$ cat config.mk
export PLATFORM = sky130hd
export DESIGN_NAME = sensor_conditioner
export DESIGN_NICKNAME = d
export VERILOG_FILES = /design/src/rtl/sensor_pkg.sv /design/src/rtl/sensor_avg_channel.sv /design/src/rtl/sensor_conditioner.sv
export SDC_FILE = /design/constraint.sdc
export NUM_CORES = 1
export LEC_CHECK = 0
export CORE_MARGIN = 3
export CORE_UTILIZATION = 51
export DETAILED_ROUTE_END_ITERATION = 12
export PLACE_DENSITY = 0.71
export SYNTH_ARGS = -nofsm -noshare
export SYNTH_HDL_FRONTEND = slang
export SYNTH_SLANG_ARGS = --single-unit
$ cat constraint.sdc
create_clock -name clk -period 3.5 [get_ports clk]
set_input_delay 0.875 -clock clk [delete_from_list [all_inputs] [get_ports clk]]
set_output_delay 0.875 -clock clk [all_outputs]
set_load 0.02 [all_outputs]
$ cat src/rtl/sensor_pkg.sv
// Shared constants, channel indices and state encoding for the sensor conditioning front end.
package sensor_pkg;

    localparam int unsigned DATA_W   = 8;
    localparam int unsigned NUM_CH   = 3;
    localparam int unsigned RUN_W    = 3;

    localparam int unsigned CH_LOAD  = 0;
    localparam int unsigned CH_WATER = 1;
    localparam int unsigned CH_DET   = 2;

    localparam logic [DATA_W-1:0] OOR_LO = 8'h00;
    localparam logic [DATA_W-1:0] OOR_HI = 8'hFF;

    typedef enum logic {
        FILL = 1'b0,
        RUN  = 1'b1
    } cond_state_e;

    // A rail-stuck reading (all zeros or all ones) is treated as a broken sensor.
    function automatic logic is_out_of_range(input logic [DATA_W-1:0] sample);
        return (sample == OOR_LO) || (sample == OOR_HI);
    endfunction

endpackage

$ cat src/rtl/sensor_avg_channel.sv
// One sensor channel: moving-average window with running sum, plus sticky
// fault detection on consecutive rail-stuck samples.
module sensor_avg_channel
    import sensor_pkg::*;
#(
    parameter int unsigned AVG_LOG2  = 2,
    parameter int unsigned FAULT_RUN = 3
) (
    input  logic              clk,
    input  logic              rst_n,
    input  logic              tick,
    input  logic              clear_fault,
    input  logic [DATA_W-1:0] raw,
    output logic [DATA_W-1:0] avg,
    output logic              fault
);

    localparam int unsigned DEPTH = 1 << AVG_LOG2;
    localparam int unsigned SUM_W = DATA_W + AVG_LOG2;

    logic [DATA_W-1:0] window [DEPTH];
    logic [SUM_W-1:0]  sum;
    logic [SUM_W-1:0]  sum_next;
    logic [RUN_W-1:0]  run_cnt;
    logic [RUN_W-1:0]  run_next;

    // Sum always contains the oldest sample, so the subtraction never underflows.
    always_comb begin
        sum_next = sum + SUM_W'(raw) - SUM_W'(window[DEPTH-1]);
        run_next = '0;
        if (is_out_of_range(raw)) begin
            run_next = (run_cnt >= RUN_W'(FAULT_RUN)) ? run_cnt : run_cnt + RUN_W'(1);
        end
    end

    always_ff @(posedge clk or negedge rst_n) begin
        if (!rst_n) begin
            for (int unsigned i = 0; i < DEPTH; i++) begin
                window[i] <= '0;
            end
            sum <= '0;
            avg <= '0;
        end else if (tick) begin
            window[0] <= raw;
            for (int unsigned i = 1; i < DEPTH; i++) begin
                window[i] <= window[i-1];
            end
            sum <= sum_next;
            avg <= sum_next[SUM_W-1:AVG_LOG2];
        end
    end

    // Clearing wins over a coincident tick; that sample is not counted.
    always_ff @(posedge clk or negedge rst_n) begin
        if (!rst_n) begin
            run_cnt <= '0;
            fault   <= 1'b0;
        end else if (clear_fault) begin
            run_cnt <= '0;
            fault   <= 1'b0;
        end else if (tick) begin
            run_cnt <= run_next;
            if (run_next == RUN_W'(FAULT_RUN)) begin
                fault <= 1'b1;
            end
        end
    end

endmodule

$ cat src/rtl/sensor_conditioner.sv
// Sensor front end: divided-rate sampling of three raw sensors into moving-average
// filters, with window-fill tracking, a per-sample strobe and sticky fault flags.
module sensor_conditioner
    import sensor_pkg::*;
#(
    parameter int unsigned SAMPLE_DIV = 4,
    parameter int unsigned AVG_LOG2   = 2,
    parameter int unsigned FAULT_RUN  = 3
) (
    input  logic              clk,
    input  logic              rst,
    input  logic              hold,
    input  logic              clear_fault,
    input  logic [DATA_W-1:0] load_raw,
    input  logic [DATA_W-1:0] water_raw,
    input  logic [DATA_W-1:0] det_raw,
    output logic [DATA_W-1:0] load_sensor,
    output logic [DATA_W-1:0] water_sensor,
    output logic [DATA_W-1:0] detergent_sensor,
    output logic              data_valid,
    output logic              sample_strobe,
    output logic [NUM_CH-1:0] sensor_fault
);

    localparam int unsigned DIV_W  = (SAMPLE_DIV > 2) ? $clog2(SAMPLE_DIV) : 1;
    localparam int unsigned DEPTH  = 1 << AVG_LOG2;
    localparam int unsigned FILL_W = AVG_LOG2;

    logic [DIV_W-1:0]  div_cnt;
    logic              tick_c;
    cond_state_e       state;
    cond_state_e       state_d;
    logic [FILL_W-1:0] fill_cnt;
    logic [FILL_W-1:0] fill_cnt_d;
    logic              data_valid_d;

    assign tick_c = !hold && (div_cnt == DIV_W'(SAMPLE_DIV - 1));

    // Sample-rate divider; frozen while hold is asserted.
    always_ff @(posedge clk or negedge rst) begin
        if (!rst) begin
            div_cnt <= '0;
        end else if (!hold) begin
            div_cnt <= tick_c ? '0 : div_cnt + DIV_W'(1);
        end
    end

    always_ff @(posedge clk or negedge rst) begin
        if (!rst) begin
            state         <= FILL;
            fill_cnt      <= '0;
            data_valid    <= 1'b0;
            sample_strobe <= 1'b0;
        end else begin
            state         <= state_d;
            fill_cnt      <= fill_cnt_d;
            data_valid    <= data_valid_d;
            sample_strobe <= tick_c;
        end
    end

    // Window-fill tracking: valid once every window slot holds a real sample.
    always_comb begin
        state_d      = state;
        fill_cnt_d   = fill_cnt;
        data_valid_d = data_valid;
        case (state)
            FILL: begin
                if (tick_c) begin
                    if (fill_cnt == FILL_W'(DEPTH - 1)) begin
                        state_d      = RUN;
                        data_valid_d = 1'b1;
                    end else begin
                        fill_cnt_d = fill_cnt + FILL_W'(1);
                    end
                end
            end
            RUN: begin
                data_valid_d = 1'b1;
            end
            default: begin
                state_d = FILL;
            end
        endcase
    end

    sensor_avg_channel #(
        .AVG_LOG2  (AVG_LOG2),
        .FAULT_RUN (FAULT_RUN)
    ) u_load (
        .clk         (clk),
        .rst_n       (rst),
        .tick        (tick_c),
        .clear_fault (clear_fault),
        .raw         (load_raw),
        .avg         (load_sensor),
        .fault       (sensor_fault[CH_LOAD])
    );

    sensor_avg_channel #(
        .AVG_LOG2  (AVG_LOG2),
        .FAULT_RUN (FAULT_RUN)
    ) u_water (
        .clk         (clk),
        .rst_n       (rst),
        .tick        (tick_c),
        .clear_fault (clear_fault),
        .raw         (water_raw),
        .avg         (water_sensor),
        .fault       (sensor_fault[CH_WATER])
    );

    sensor_avg_channel #(
        .AVG_LOG2  (AVG_LOG2),
        .FAULT_RUN (FAULT_RUN)
    ) u_det (
        .clk         (clk),
        .rst_n       (rst),
        .tick        (tick_c),
        .clear_fault (clear_fault),
        .raw         (det_raw),
        .avg         (detergent_sensor),
        .fault       (sensor_fault[CH_DET])
    );

endmodule
==> results of run 1 <==
## cell type report
class | instances | share of cell area, %
repair buffers | 113 | 10.9
well taps | 184 | 2.46
clock buffers | 26 | 5.02
multi-input cells | 582 | 37.8
flip-flops and latches | 145 | 38.8
clock inverters | 6 | 0.616
inverters | 110 | 4.42
## layer usage
layer	track usage [%]	wire, um	up-vias
met5	0	0	-
met4	4.89	144	0
met3	4.99	572	13
met2	32.5	7200	102
met1	27.0	7340	2822
li1	-	-	2993
## metrics by stage
step | hold slack (ns) | power, mW | area (um2) | setup slack, ns | instances
after floorplan | 0.439 | 6.22 | 7880 | 0.266 | 895
after global placement | 0.445 | 7.55 | 8810 | -0.390 | 1134
after detailed placement | 0.449 | 7.69 | 8810 | -0.414 | 1134
final | 0.450 | 9.41 | 9350 | 0.0985 | 1166
after global routing | 0.478 | 10.4 | 9350 | -0.0515 | 1166
after CTS | 0.457 | 9.45 | 9330 | 0.0136 | 1166
## critical path: stages
cell,delay (ns)
sky130_fd_sc_hd__clkdlybuf4s50_1,0.48
sky130_fd_sc_hd__inv_1,0.08
sky130_fd_sc_hd__fa_1,0.56
sky130_fd_sc_hd__inv_1,0.05
sky130_fd_sc_hd__ha_1,0.30
sky130_fd_sc_hd__a211oi_1,0.25
sky130_fd_sc_hd__nor2_1,0.11
sky130_fd_sc_hd__o41ai_2,0.23
sky130_fd_sc_hd__buf_4,0.17
sky130_fd_sc_hd__mux2_2,0.32
sky130_fd_sc_hd__a21oi_1,0.17
sky130_fd_sc_hd__xor2_1,0.15
## state kept, by name, summed over array words and instances, names as in the netlist
| register | flops |
|---|---|
| u_det.window | 32 |
| u_load.window | 32 |
| u_water.window | 32 |
| u_det.sum | 10 |
| u_load.sum | 10 |
| u_water.sum | 10 |
| u_det.run_cnt | 3 |
| u_load.run_cnt | 3 |
| u_water.run_cnt | 3 |
| div_cnt | 2 |
| fill_cnt | 2 |
| data_valid | 1 |
| sample_strobe | 1 |
| state | 1 |
| u_det.fault | 1 |
| u_load.fault | 1 |
| u_water.fault | 1 |
## cell usage in the layout (no fill, tap or decap), drive strengths merged, types with 9 or more instances in the layout
| master | n |
|---|---|
| nor3 | 16 |
| dfrtp | 145 |
| a21oi | 23 |
| clkdlybuf4s50 | 55 |
| fa | 24 |
| a211oi | 9 |
| a21o | 9 |
| clkbuf | 26 |
| o21ai | 59 |
| nand2 | 276 |
| inv | 110 |
| buf | 58 |
| ha | 38 |
| nor2 | 30 |
## power breakdown
| group | internal [mW] | leakage, nW | switching, mW | total (mW) |
|---|---|---|---|---|
| combinational | 2.38 | 2.73 | 2.62 | 5.00 |
| sequential | 2.35 | 1.87 | 0.412 | 2.76 |
| clock | 0.991 | 0.256 | 0.662 | 1.65 |
## cell families after synthesis
kind of cell | synth area share [%]
XOR/XNOR | 1.56
AO/OA/AOI/OAI | 11.3
multiplexers | 0.826
flip-flops | 46.0
adder cells (fa/ha/maj) | 12.1
AND/OR/NAND/NOR | 18.8
buffers and inverters | 9.34
## final timing paths
| check | startpoint | endpoint | cells past startpoint |
|---|---|---|---|
| min in group clk | u_load.window[13]$_DFFE_PN0P_ | u_load.window[5]$_DFFE_PN0P_ | 2 |
| max in group asynchronous | rst | u_water.window[27]$_DFFE_PN0P_ | 2 |
| worst min-delay path | rst | u_load.sum[3]$_DFFE_PN0P_ | 1 |
| worst max register to register | u_load.sum[1]$_DFFE_PN0P_ | u_load.sum[9]$_DFFE_PN0P_ | 11 |
| worst min register to register | u_load.window[13]$_DFFE_PN0P_ | u_load.window[5]$_DFFE_PN0P_ | 2 |
| worst max-delay path | load_raw[1] | u_load.sum[9]$_DFFE_PN0P_ | 12 |
==> impl_metrics.yaml, run 1 <==
logic_synthesis:
  synth_warnings: 0
  netlist_top_cells_area: "sky130_fd_sc_hd__dfrtp_1 46%, sky130_fd_sc_hd__nand2_1 13%, sky130_fd_sc_hd__fa_1 6.1%"
  mean_post_synth_cell_area_um2: 8.80
  synth_nets: 985
  synth_area_leader_cell: "sky130_fd_sc_hd__dfrtp_1"
  synth_enable_flop_cells: 0
  post_synth_inst_count: 895
  synth.lib_cells_used.distinct: 55
  synth.yosys.seq_area_share_pct: 46.0
  async_set_or_reset_flop_fraction_in_the_synthesized_netlist_pct: 100
  synth.top_cell.area_share_pct: 46.0
  mappedNetlistArea_um2: 7880
  ys_seq_elements: 145
  yosys-top-cells-count: "276 x sky130_fd_sc_hd__nand2_1, 145 x sky130_fd_sc_hd__dfrtp_1, 110 x sky130_fd_sc_hd__inv_1"
  synth_most_common_cell: "sky130_fd_sc_hd__nand2_1"
  synth_flop_cell: "sky130_fd_sc_hd__dfrtp_1"
floorplanning:
  core_um2: 14800
  die_area_um2: 17000
  placement_rows: 44
  initial_utilization_pct: 53.2
  floorplan.die.width_um: 130
  i_o_pins: 57
  floorplan.die.height_um: 130
clock_tree:
  clkLatencyLatePin_ns: 0.42
  clkTransAtPathRegs_ns: 0.06
  post_cts_buffers: 0
  htree_num_levels: 4
  root_buffer: "sky130_fd_sc_hd__clkbuf_16"
  cts_hold_buf: 0
  cts-root-to-sink-buffers: 2
  cts-buffers-inserted: 17
  cts_tree: "yes"
  cts-resized-gates: 0
  cts.sinks: 145
power:
  ir_worst_vdd_v: 0.000515
  power_density_cells_nw_per_um2: 1010
  power_leakage_nw: 4.85
global_routing:
  grt_antenna_before_repair: 0
  grt_pass1_vias: 5864
  globalRoute.totalOverflow: 0
  grt_pass1_wl_um: 27100
  grt_use_total_pct: 19.9
  grt_start_max_net_pins: 76
cells_and_area:
  fraction_of_layout_cells_with_a_size_suffix_above_1_pct: 9.88
  syn_to_final_growth_pct: 18.6
  antenna_cells: 0
  multiInputGateArea_um2: 3540
  fin_nets: 1059
  final_util_pct: 63.1
  fillerInstances: 1235
  seqCellArea_um2: 3630
worst_setup_path:
  cp_data_arrival_time_ns: 3.74
  setup.worst_path.start_class: "input port"
  path_max_fanout: 2
  critPathCaptureType: "register"
  r2r_slack_ns: 0.76
  cp_data_required_time_ns: 3.84
  timing.setup.critical_path_class: "in2reg"
sta:
  tightestPinTransition_ns: 0.700
  finalSetupViolCount: 0
  clock_skew_ns: 0.00845
  relSlewSlack_pct: 53.4
  timing_hold_violations_final: 0
  timing.final.crit_period_ns: 3.40
  fin_setup_tns_ns: 0
  timing_max_transition_violations_final: 0
  period_share_pct: 97.2
  max_freq_mhz: 294
job:
  drv_cap: 0
drt:
  antenna_violating_nets_post_route: 0
  drt-total-wl_um: 15300
  routed_via_density: 5.09
  drc: 0
  detailedRoute.firstIterationViolations: 393
  wl_per_cell_um: 13.1
  vias: 5930
  firstDrtPassIters: 5
placement:
  io_buffers: 56
  finalWeightedCongestion: 0.779
  place.detailed.hpwl_um: 10600
worst_hold_path:
  min-delay-path-class: "in2async"
run_status:
  outcome: "finished, final reports clean"
No activity file was read; power rests on OpenSTA's default activity.
==> run 2: changes to the inputs <==
--- a/config.mk
+++ b/config.mk
@@ -8,6 +8,7 @@
 export CORE_MARGIN = 3
 export CORE_UTILIZATION = 51
 export DETAILED_ROUTE_END_ITERATION = 12
+export HOLD_SLACK_MARGIN = 0.08
 export PLACE_DENSITY = 0.71
 export SYNTH_ARGS = -nofsm -noshare
 export SYNTH_HDL_FRONTEND = slang
==> results of run 2 <==
No change in the layout: final DEF, timing and power equal those of run 1.
==> run 3: changes to the inputs <==
--- a/config.mk
+++ b/config.mk
@@ -5,7 +5,7 @@
 export SDC_FILE = /design/constraint.sdc
 export NUM_CORES = 1
 export LEC_CHECK = 0
-export CORE_MARGIN = 3
+export CORE_MARGIN = 2
 export CORE_UTILIZATION = 51
 export DETAILED_ROUTE_END_ITERATION = 12
 export HOLD_SLACK_MARGIN = 0.08
==> impl_metrics.yaml, run 3 (synthesized netlist as in run 1, its figures left out) <==
global_routing:
  globalRoute.totalOverflow: 0
  grt_start_max_net_pins: 76
  grt_pass1_wl_um: 26200
  grt_antenna_before_repair: 0
  grt_use_total_pct: 19.7
  grt_pass1_vias: 5750
drt:
  met2_wirelength_um: 7040
  vias: 5958
  drc: 0
  antenna_violating_nets_post_route: 0
  wl_per_cell_um: 12.8
  firstDrtPassIters: 5
  wl_met3_um: 606
  detailedRoute.firstIterationViolations: 346
  routed_via_density: 5.07
  maxUsedRoutingLayer: "met4"
  drt-met1-wl_um: 7290
  drt-total-wl_um: 15100
power:
  power_leakage_nw: 4.94
  ir_worst_vdd_v: 0.000619
  power_density_cells_nw_per_um2: 1040
  design_power_total_mw: 9.91
cells_and_area:
  fraction_of_layout_cells_with_a_size_suffix_above_1_pct: 11.3
  final-instance-count-excl-fill: 1175
  antenna_cells: 0
  fillerInstances: 1238
  final_common_cell: "sky130_fd_sc_hd__nand2_1"
  fin_nets: 1064
  syn_to_final_growth_pct: 21.2
  reg_top3: "u_det.window: 32 flops, u_load.window: 32 flops, u_water.window: 32 flops"
  layout_common_cells: "276 x sky130_fd_sc_hd__nand2_1, 145 x sky130_fd_sc_hd__dfrtp_1, 109 x sky130_fd_sc_hd__inv_1, 59 x sky130_fd_sc_hd__buf_4, 56 x sky130_fd_sc_hd__o21ai_0"
floorplanning:
  placement_rows: 45
  i_o_pins: 57
  die_area_um2: 16500
  core_um2: 15100
  floorplan.die.height_um: 128
  initial_utilization_pct: 52.0
  floorplan.die.width_um: 128
placement:
  place.detailed.hpwl_um: 10500
  post-place-cells: 1143
  io_buffers: 56
  finalWeightedCongestion: 0.841
clock_tree:
  cts_tree: "yes"
  cts.sinks: 145
  cts-resized-gates: 0
  cts-buffers-inserted: 17
  clkLatencyLatePin_ns: 0.42
  clkTransAtPathRegs_ns: 0.06
  post_cts_buffers: 0
  htree_num_levels: 4
  root_buffer: "sky130_fd_sc_hd__clkbuf_16"
  cts-root-to-sink-buffers: 2
  cts_hold_buf: 0
worst_setup_path:
  timing.setup.critical_path_class: "in2reg"
  worstSetupStartpoint: "load_raw[1]"
  critPathCaptureType: "register"
  cp_data_arrival_time_ns: 3.73
  cp_data_required_time_ns: 3.85
  path_max_fanout: 3
  setup.worst_path.start_class: "input port"
  crit-reg2reg-launch: "u_load.sum[1]$_DFFE_PN0P_"
sta:
  max_freq_mhz: 296
  timing.final.crit_period_ns: 3.38
  timing_hold_violations_final: 0
  relSlewSlack_pct: 57.9
  finalSetupViolCount: 0
  setup_repair_after_global_routing_missed_its_margin: "true"
  tightestPinTransition_ns: 0.631
  hold-worst-slack_ns: 0.434
  clock_skew_ns: 0.00505
  period_share_pct: 96.5
  timing_max_transition_violations_final: 0
run_status:
  outcome: "finished, final reports clean"
worst_hold_path:
  min-delay-path-class: "in2async"
job:
  drv_cap: 0
[run 3: changes by cell type in the layout (fill, tap and decap cells not counted), sizes merged]
cell and delta:
clkbuf -8, buf +5, bufinv +4, inv +3, clkinvlp +2, clkinv -1
[run 3: power breakdown]
part	switching [mW]	internal, mW	total [mW]
sequential	0.413	2.34	2.76
clock	0.733	1.29	2.03
combinational	2.67	2.45	5.13
total	3.82	6.09	9.91
[run 3: final cells by class]
cell class	instances	area (um2)	area share, %
Clock buffer	18	439	4.60
Clock inverter	14	225	2.36
Inverter	110	413	4.32
Multi-Input combinational cell	582	3540	37.1
Sequential cell	145	3630	38.0
Tap cell	188	235	2.46
Timing Repair Buffer	118	1060	11.1
[run 3: routing by layer]
layer	track usage (%)	vias up
met2	31.6	113
met1	27.3	2810
met4	5.24	0
li1	-	3024
met3	4.59	11
met5	0	-
[run 3: final timing paths]
kind / slack (ns) / cells past startpoint / endpoint
min reg2reg: 0.46 / 2 / u_load.window[4]$_DFFE_PN0P_
max reg2reg: 0.80 / 11 / u_load.sum[9]$_DFFE_PN0P_
max: 0.12 / 12 / u_load.sum[9]$_DFFE_PN0P_
min in group clk: 0.46 / 2 / u_load.window[4]$_DFFE_PN0P_
min: 0.43 / 1 / u_det.window[17]$_DFFE_PN0P_
max in group asynchronous: 2.28 / 2 / u_det.window[29]$_DFFE_PN0P_
[run 3: through the flow]
| step | worst slack [ns] | util (%) | setup TNS, ns | instance area (um2) |
|---|---|---|---|---|
| global route | -0.0308 | 63.1 | -0.0308 | 9550 |
| finish | 0.121 | 63.1 | 0 | 9550 |
| detailed placement | -0.426 | 58.5 | -2.36 | 8860 |
| CTS | 0.00677 | 62.9 | 0 | 9530 |
| global placement | -0.397 | 58.5 | -2.02 | 8860 |
| floorplan | 0.266 | - | 0 | 7880 |
[run 3: critical path, cell delays in order]
cell and delay (ns):
sky130_fd_sc_hd__clkdlybuf4s50_1 0.50, sky130_fd_sc_hd__inv_1 0.09, sky130_fd_sc_hd__fa_1 0.56, sky130_fd_sc_hd__inv_1 0.05, sky130_fd_sc_hd__ha_1 0.32, sky130_fd_sc_hd__a211oi_2 0.21
sky130_fd_sc_hd__nor2_1 0.10, sky130_fd_sc_hd__o41ai_2 0.22, sky130_fd_sc_hd__buf_4 0.16, sky130_fd_sc_hd__mux2_2 0.32, sky130_fd_sc_hd__a21oi_1 0.17, sky130_fd_sc_hd__xor2_1 0.15
